`src/rtl/act_lut_pkg.sv`:
```
// Shared widths, table depth and types for the activation LUT writer and its reader.
package act_lut_pkg;

    localparam int LUT_ADDR_W  = 4;
    localparam int LUT_DATA_W  = 8;
    localparam int LUT_ENTRIES = (1 << LUT_ADDR_W) + 1;

    typedef enum logic [1:0] {
        IDLE  = 2'd0,
        LOAD  = 2'd1,
        CHECK = 2'd2
    } lut_state_t;

    typedef logic signed [LUT_DATA_W-1:0] lut_entry_t;

endpackage

```
`src/rtl/act_lut_loader_if.sv`:
```
// Load stream, status and read-port bundle between the config bus side and the LUT writer.
interface act_lut_loader_if import act_lut_pkg::*; #(
    parameter int ADDR_W = LUT_ADDR_W,
    parameter int DATA_W = LUT_DATA_W
);

    logic              load_start;
    logic              in_valid;
    logic [DATA_W-1:0] in_data;
    logic              in_ready;
    logic              busy;
    logic              loaded;
    logic              error;
    logic [ADDR_W-1:0] rd_address;
    logic [DATA_W-1:0] rd_base;
    logic [DATA_W-1:0] rd_next;

    modport slave (
        input  load_start, in_valid, in_data, rd_address,
        output in_ready, busy, loaded, error, rd_base, rd_next
    );

    modport master (
        output load_start, in_valid, in_data, rd_address,
        input  in_ready, busy, loaded, error, rd_base, rd_next
    );

endinterface

```
`src/rtl/act_lut_regfile.sv`:
```
// LUT storage: one write port, and a zero-latency pair read of entry[a] and entry[a+1].
module act_lut_regfile import act_lut_pkg::*; #(
    parameter int ADDR_W = LUT_ADDR_W,
    parameter int DATA_W = LUT_DATA_W
) (
    input  logic              clk,
    input  logic              rst,
    input  logic              we_i,
    input  logic [ADDR_W:0]   waddr_i,
    input  logic [DATA_W-1:0] wdata_i,
    input  logic [ADDR_W-1:0] raddr_i,
    output logic [DATA_W-1:0] rbase_o,
    output logic [DATA_W-1:0] rnext_o
);

    localparam int ENTRIES = (1 << ADDR_W) + 1;
    localparam logic [ADDR_W:0] LAST_IDX = (ADDR_W+1)'(ENTRIES - 1);

    logic [DATA_W-1:0] mem_q [ENTRIES];
    logic [ADDR_W:0]   rbase_idx_s;
    logic [ADDR_W:0]   rnext_idx_s;

    // Table registers; out-of-range write addresses are dropped.
    always_ff @(posedge clk or posedge rst) begin
        if (rst) begin
            for (int i = 0; i < ENTRIES; i++) begin
                mem_q[i] <= '0;
            end
        end else if (we_i && (waddr_i <= LAST_IDX)) begin
            mem_q[waddr_i] <= wdata_i;
        end
    end

    // a+1 is formed one bit wider so address 15 reaches the 17th entry.
    assign rbase_idx_s = {1'b0, raddr_i};
    assign rnext_idx_s = rbase_idx_s + {{ADDR_W{1'b0}}, 1'b1};
    assign rbase_o     = mem_q[rbase_idx_s];
    assign rnext_o     = mem_q[rnext_idx_s];

endmodule

```
`src/rtl/act_lut_loader.sv`:
```
// Activation LUT writer: fills the table from a byte stream and verifies a trailing checksum.
module act_lut_loader import act_lut_pkg::*; #(
    parameter int ADDR_W = LUT_ADDR_W,
    parameter int DATA_W = LUT_DATA_W
) (
    input  logic             clk,
    input  logic             rst,
    act_lut_loader_if.slave  bus
);

    localparam int ENTRIES = (1 << ADDR_W) + 1;
    localparam logic [ADDR_W:0] LAST_IDX = (ADDR_W+1)'(ENTRIES - 1);

    lut_state_t        state_q, state_d;
    logic [ADDR_W:0]   cnt_q, cnt_d;
    logic [DATA_W-1:0] sum_q, sum_d;
    logic              loaded_q, loaded_d;
    logic              error_q, error_d;
    logic              busy_q;
    logic              in_ready_s;
    logic              beat_s;
    logic              we_s;

    // Next-state, counter, checksum and write-enable decode.
    always_comb begin
        state_d    = state_q;
        cnt_d      = cnt_q;
        sum_d      = sum_q;
        loaded_d   = loaded_q;
        error_d    = error_q;
        we_s       = 1'b0;
        in_ready_s = (state_q != IDLE) && !bus.load_start;
        beat_s     = in_ready_s && bus.in_valid;

        // load_start wins in every state, so a restart never accepts a beat.
        if (bus.load_start) begin
            state_d  = LOAD;
            cnt_d    = '0;
            sum_d    = '0;
            loaded_d = 1'b0;
            error_d  = 1'b0;
        end else begin
            case (state_q)
                IDLE: begin
                    state_d = IDLE;
                end
                LOAD: begin
                    if (beat_s) begin
                        we_s  = 1'b1;
                        sum_d = sum_q + bus.in_data;
                        cnt_d = cnt_q + {{ADDR_W{1'b0}}, 1'b1};
                        if (cnt_q == LAST_IDX) begin
                            state_d = CHECK;
                        end else begin
                            state_d = LOAD;
                        end
                    end else begin
                        state_d = LOAD;
                    end
                end
                CHECK: begin
                    if (beat_s) begin
                        state_d = IDLE;
                        if (bus.in_data == sum_q) begin
                            loaded_d = 1'b1;
                        end else begin
                            error_d = 1'b1;
                        end
                    end else begin
                        state_d = CHECK;
                    end
                end
                default: begin
                    state_d = IDLE;
                end
            endcase
        end
    end

    // State, counter, accumulator and status registers.
    always_ff @(posedge clk or posedge rst) begin
        if (rst) begin
            state_q  <= IDLE;
            cnt_q    <= '0;
            sum_q    <= '0;
            loaded_q <= 1'b0;
            error_q  <= 1'b0;
            busy_q   <= 1'b0;
        end else begin
            state_q  <= state_d;
            cnt_q    <= cnt_d;
            sum_q    <= sum_d;
            loaded_q <= loaded_d;
            error_q  <= error_d;
            busy_q   <= (state_d != IDLE);
        end
    end

    act_lut_regfile #(
        .ADDR_W (ADDR_W),
        .DATA_W (DATA_W)
    ) u_regfile (
        .clk     (clk),
        .rst     (rst),
        .we_i    (we_s),
        .waddr_i (cnt_q),
        .wdata_i (bus.in_data),
        .raddr_i (bus.rd_address),
        .rbase_o (bus.rd_base),
        .rnext_o (bus.rd_next)
    );

    assign bus.in_ready = in_ready_s;
    assign bus.busy     = busy_q;
    assign bus.loaded   = loaded_q;
    assign bus.error    = error_q;

endmodule

```
`src/flat_wrapper.sv`:
```
// flat-port wrapper written by rule: the top's interface ports become plain ports
module act_lut_loader_flat import act_lut_pkg::*;
#(
    parameter int ADDR_W = LUT_ADDR_W,
    parameter int DATA_W = LUT_DATA_W
)
  (clk, rst, bus_load_start, bus_in_valid, bus_in_data, bus_rd_address, bus_in_ready, bus_busy, bus_loaded, bus_error, bus_rd_base, bus_rd_next);
  act_lut_loader_if #(.ADDR_W(ADDR_W), .DATA_W(DATA_W)) bus_i ();
  input  logic clk;
  input  logic rst;
  input wire logic [$bits(bus_i.load_start)-1:0] bus_load_start;
  input wire logic [$bits(bus_i.in_valid)-1:0] bus_in_valid;
  input wire logic [$bits(bus_i.in_data)-1:0] bus_in_data;
  input wire logic [$bits(bus_i.rd_address)-1:0] bus_rd_address;
  output wire logic [$bits(bus_i.in_ready)-1:0] bus_in_ready;
  output wire logic [$bits(bus_i.busy)-1:0] bus_busy;
  output wire logic [$bits(bus_i.loaded)-1:0] bus_loaded;
  output wire logic [$bits(bus_i.error)-1:0] bus_error;
  output wire logic [$bits(bus_i.rd_base)-1:0] bus_rd_base;
  output wire logic [$bits(bus_i.rd_next)-1:0] bus_rd_next;
  assign bus_i.load_start = bus_load_start;
  assign bus_i.in_valid = bus_in_valid;
  assign bus_i.in_data = bus_in_data;
  assign bus_i.rd_address = bus_rd_address;
  assign bus_in_ready = bus_i.in_ready;
  assign bus_busy = bus_i.busy;
  assign bus_loaded = bus_i.loaded;
  assign bus_error = bus_i.error;
  assign bus_rd_base = bus_i.rd_base;
  assign bus_rd_next = bus_i.rd_next;
  act_lut_loader #(.ADDR_W(ADDR_W), .DATA_W(DATA_W)) u_core (.clk(clk), .rst(rst), .bus(bus_i));
endmodule
```
`config.mk`:
```
export PLATFORM = sky130hd
export DESIGN_NAME = act_lut_loader_flat
export DESIGN_NICKNAME = d
export VERILOG_FILES = /design/src/rtl/act_lut_pkg.sv /design/src/rtl/act_lut_loader_if.sv /design/src/rtl/act_lut_regfile.sv /design/src/rtl/act_lut_loader.sv /design/src/flat_wrapper.sv
export SDC_FILE = /design/constraint.sdc
export NUM_CORES = 1
export LEC_CHECK = 0
export ABC_AREA = 1
export CAP_MARGIN = 20
export CELL_PAD_IN_SITES_DETAIL_PLACEMENT = 1
export CELL_PAD_IN_SITES_GLOBAL_PLACEMENT = 2
export CORE_MARGIN = 3
export CORE_UTILIZATION = 39
export DETAILED_ROUTE_END_ITERATION = 7
export GPL_ROUTABILITY_DRIVEN = 0
export PLACE_DENSITY_LB_ADDON = 0.1
export SYNTH_ARGS = -nofsm -noshare
export SYNTH_HDL_FRONTEND = slang
export SYNTH_SLANG_ARGS = --single-unit
```
`constraint.sdc`:
```
create_clock -name clk -period 8 [get_ports clk]
set_input_delay 1.6 -clock clk [delete_from_list [all_inputs] [get_ports clk]]
set_output_delay 1.6 -clock clk [all_outputs]
set_load 0.01 [all_outputs]
```
==> flow_metrics.tcl <==
set metrics [dict create \
    status "finished, final reports clean" \
    track_usage_pct 27.2 \
    htreeDepth 4 \
    port_buffers 35 \
    grt_pass1_vias 8439 \
    end_kind "output port" \
    die_h_um 158 \
    routed_wl_mm 32.5 \
    syn-num-nets 1277 \
    cts.sinks 154 \
    final_cell_mix "nand2_1, o21ai_0, nand3_1" \
    core_area_mm2 0.0222 \
    rsz0062_at_grt "no" \
    syn-instance-count 1245 \
    worst-path-max-fanout 33 \
    synth_cell_types 33 \
    nets 1268 \
    slowest_stage "clkdlybuf4s50_1" \
    fin_crit_ns 6.27 \
    hp-class "register to register" \
    cpPeakStageDelay_ns 0.83 \
    drive_gt1_share_pct 7.05 \
    die-area_mm2 0.0249 \
    syn2layout_area_growth_pct 12.1 \
    wl_per_cell_um 21.2 \
    clk_pin_slew_ns 0.07 \
    post_cts_buffers 0 \
    via_per_inst 5.48 \
    grt_pass1_wl_mm 50.9 \
    vdd_drop_max_mv 0.125 \
    totalPowerFinal_mw 2.23 \
    grt-ovfl-total 0 \
    die_w_um 158 \
    power_density_mw_per_mm2 221 \
    synth_seq_area_share_pct 43.0 \
    start_kind "input pin" \
    rr_worst_depth 10 \
    max_slew_margin_pct 37.0 \
    post-dp-hpwl_mm 21.9 \
    worst_pin_slew_ns 0.944 \
    ios 36 \
    setup_slack_ns 1.73 \
    cpMostUsedCell "clkdlybuf4s50_1" \
    worst-setup-path-type "input pin to output port" \
    diodes 0 \
    ant_nets 0 \
    cp.depth 7 \
    rows 54 \
    finalSetupViolCount 0 \
    mostFrequentLayoutCell "nand2_1" \
    power.leakage_nw 4.64 \
    cts_buffers 17 \
    hold_viol_final 0 \
    insertion_delay_ns 0.44 \
    place_area_mm2 0.00943 \
    start_util_pct 40.4 \
    ctsRootBufferMaster "clkbuf_16" \
    hold_depth 2 \
    vias 8379 \
    tritoncts "built" \
    place_ws_ns 1.75 \
    cap_violations 0 \
    setup_tns_ns 0 \
    cp_top_family "buffers and inverters" \
    slew_violations 0 \
    post-route-period-util_pct 78.3 \
    drt_iter0_drc 623 \
    ys_ff_latch 154 \
    grt_max_degree 95 \
    antenna_found_initial 1 \
    fmax_mhz 160 \
    critPathBufInv 3 \
    syn_area_per_cell_um2 7.21 \
    postCtsResizedCells 0 \
    synth_warnings 0 \
    final_area_mm2 0.0101 \
    holdBufCountCts 0 \
    arrival_ns 4.67 \
    skew_ns 0.00926 \
    cp_cell_sequence "clkdlybuf4s50_1 > ha_1 > buf_4 > nor3_1 > nand3_1 > nand2_1 > clkdlybuf4s50_1" \
    netlist_area_mm2 0.00897 \
    clock_path_buffers 2 \
    drc 0 \
    worstPathRequired_ns 6.40 \
    first_pass_iters 5 \
]
==> path summary, 6_finish.rpt <==
path	startpoint	slack, ns	to
worst max register to register	u_core.state_q[0]	5.60	u_core.u_regfile.mem_q[79]
worst min-delay path	u_core.u_regfile.mem_q[27]	0.48	u_core.u_regfile.mem_q[27]
max in group asynchronous	rst	4.82	u_core.u_regfile.mem_q[88]
min in group asynchronous	rst	1.71	u_core.u_regfile.mem_q[52]
worst max-delay path	bus_rd_address[1]	1.73	bus_rd_next[0]
worst min register to register	u_core.u_regfile.mem_q[27]	0.48	u_core.u_regfile.mem_q[27]
==> cells by family after synthesis <==
| kind of cell | after synthesis | share of synthesized area, % |
|---|---|---|
| compound gates | 304 | 17.7 |
| xor+xnor | 6 | 0.586 |
| fa+ha+maj | 16 | 2.31 |
| buf+inv | 229 | 10.3 |
| flops | 154 | 43.0 |
| simple gates | 536 | 26.2 |
==> synth_stat cells <==
| cell type | count | area (um^2) |
|---|---|---|
| a21oi_1 | 75 | 375 |
| a21oi_2 | 1 | 8.76 |
| buf_1 | 10 | 37.5 |
| buf_2 | 17 | 85.1 |
| buf_4 | 3 | 22.5 |
| buf_6 | 4 | 45.0 |
| clkbuf_1 | 42 | 158 |
| clkinv_1 | 1 | 3.75 |
| dfrtp_1 | 154 | 3850 |
| fa_1 | 1 | 20.0 |
| ha_1 | 15 | 188 |
| inv_1 | 149 | 559 |
| inv_2 | 3 | 11.3 |
| nand2_1 | 330 | 1240 |
| nand2_2 | 6 | 37.5 |
| nand2_4 | 2 | 22.5 |
| nand3_1 | 171 | 856 |
| nand3_2 | 3 | 30.0 |
| nand3b_1 | 1 | 7.51 |
| nand4_1 | 3 | 18.8 |
| nor2_1 | 8 | 30.0 |
| nor2_2 | 4 | 25.0 |
| nor2_4 | 2 | 22.5 |
| nor3_1 | 2 | 10.0 |
| nor3_2 | 2 | 20.0 |
| nor3_4 | 2 | 32.5 |
| o21a_1 | 1 | 7.51 |
| o21ai_0 | 207 | 1040 |
| o21ai_1 | 4 | 20.0 |
| o21ai_2 | 15 | 131 |
| o22ai_1 | 1 | 6.26 |
| xnor2_1 | 1 | 8.76 |
| xor2_1 | 5 | 43.8 |
==> where the power goes <==
part,internal (mW),switching (mW),leakage [nW]
Sequential,0.849,0.0429,1.90
Combinational,0.147,0.292,2.44
Clock,0.518,0.377,0.309
Total,1.51,0.712,4.64
==> routing by layer <==
metal  wire length, um  vias to the layer above  GRT usage [%]
li1                  -                     4032              -
met3              1110                       29           3.53
met5                 0                        -              0
met4               482                        0           6.20
met1             15700                     4143           39.2
met2             15200                      175           43.8
==> sequential cells by signal, summed over array words and instances, names as in the netlist <==
register and count:
u_core.u_regfile.mem_q 136, u_core.cnt_q 5, u_core.state_q 2, u_core.bus.loaded 1, u_core.bus.busy 1, u_core.sum_q 8, u_core.bus.error 1
==> area by class of cell <==
class                           count  area (um^2)
Fill cell                        2831        12200
Multi-Input combinational cell    862         4200
Sequential cell                   154         3850
Inverter                          153          581
Clock buffer                       19          453
Timing Repair Buffer               48          445
Tap cell                          280          350
Clock inverter                     13          181
==> tightest hold or removal path: cells and delay by family, from the launching register on <==
family | cells | cell delay, ns
AO/OA/AOI/OAI | 1 | 0.05
flip-flops | 1 | 0.34
AND/OR/NAND/NOR | 1 | 0.06
==> metrics by stage <==
stage | std cells | hold WS [ns] | utilization, %
detailed placement | 1497 | 0.469 | 42.4
global route | 1529 | 0.507 | 45.3
finish | 1529 | 0.483 | 45.3
CTS | 1529 | 0.486 | 45.3
global placement | 1497 | 0.464 | 42.4
floorplan | 1245 | 0.446 | -
Power figures use the tool's default switching activity.
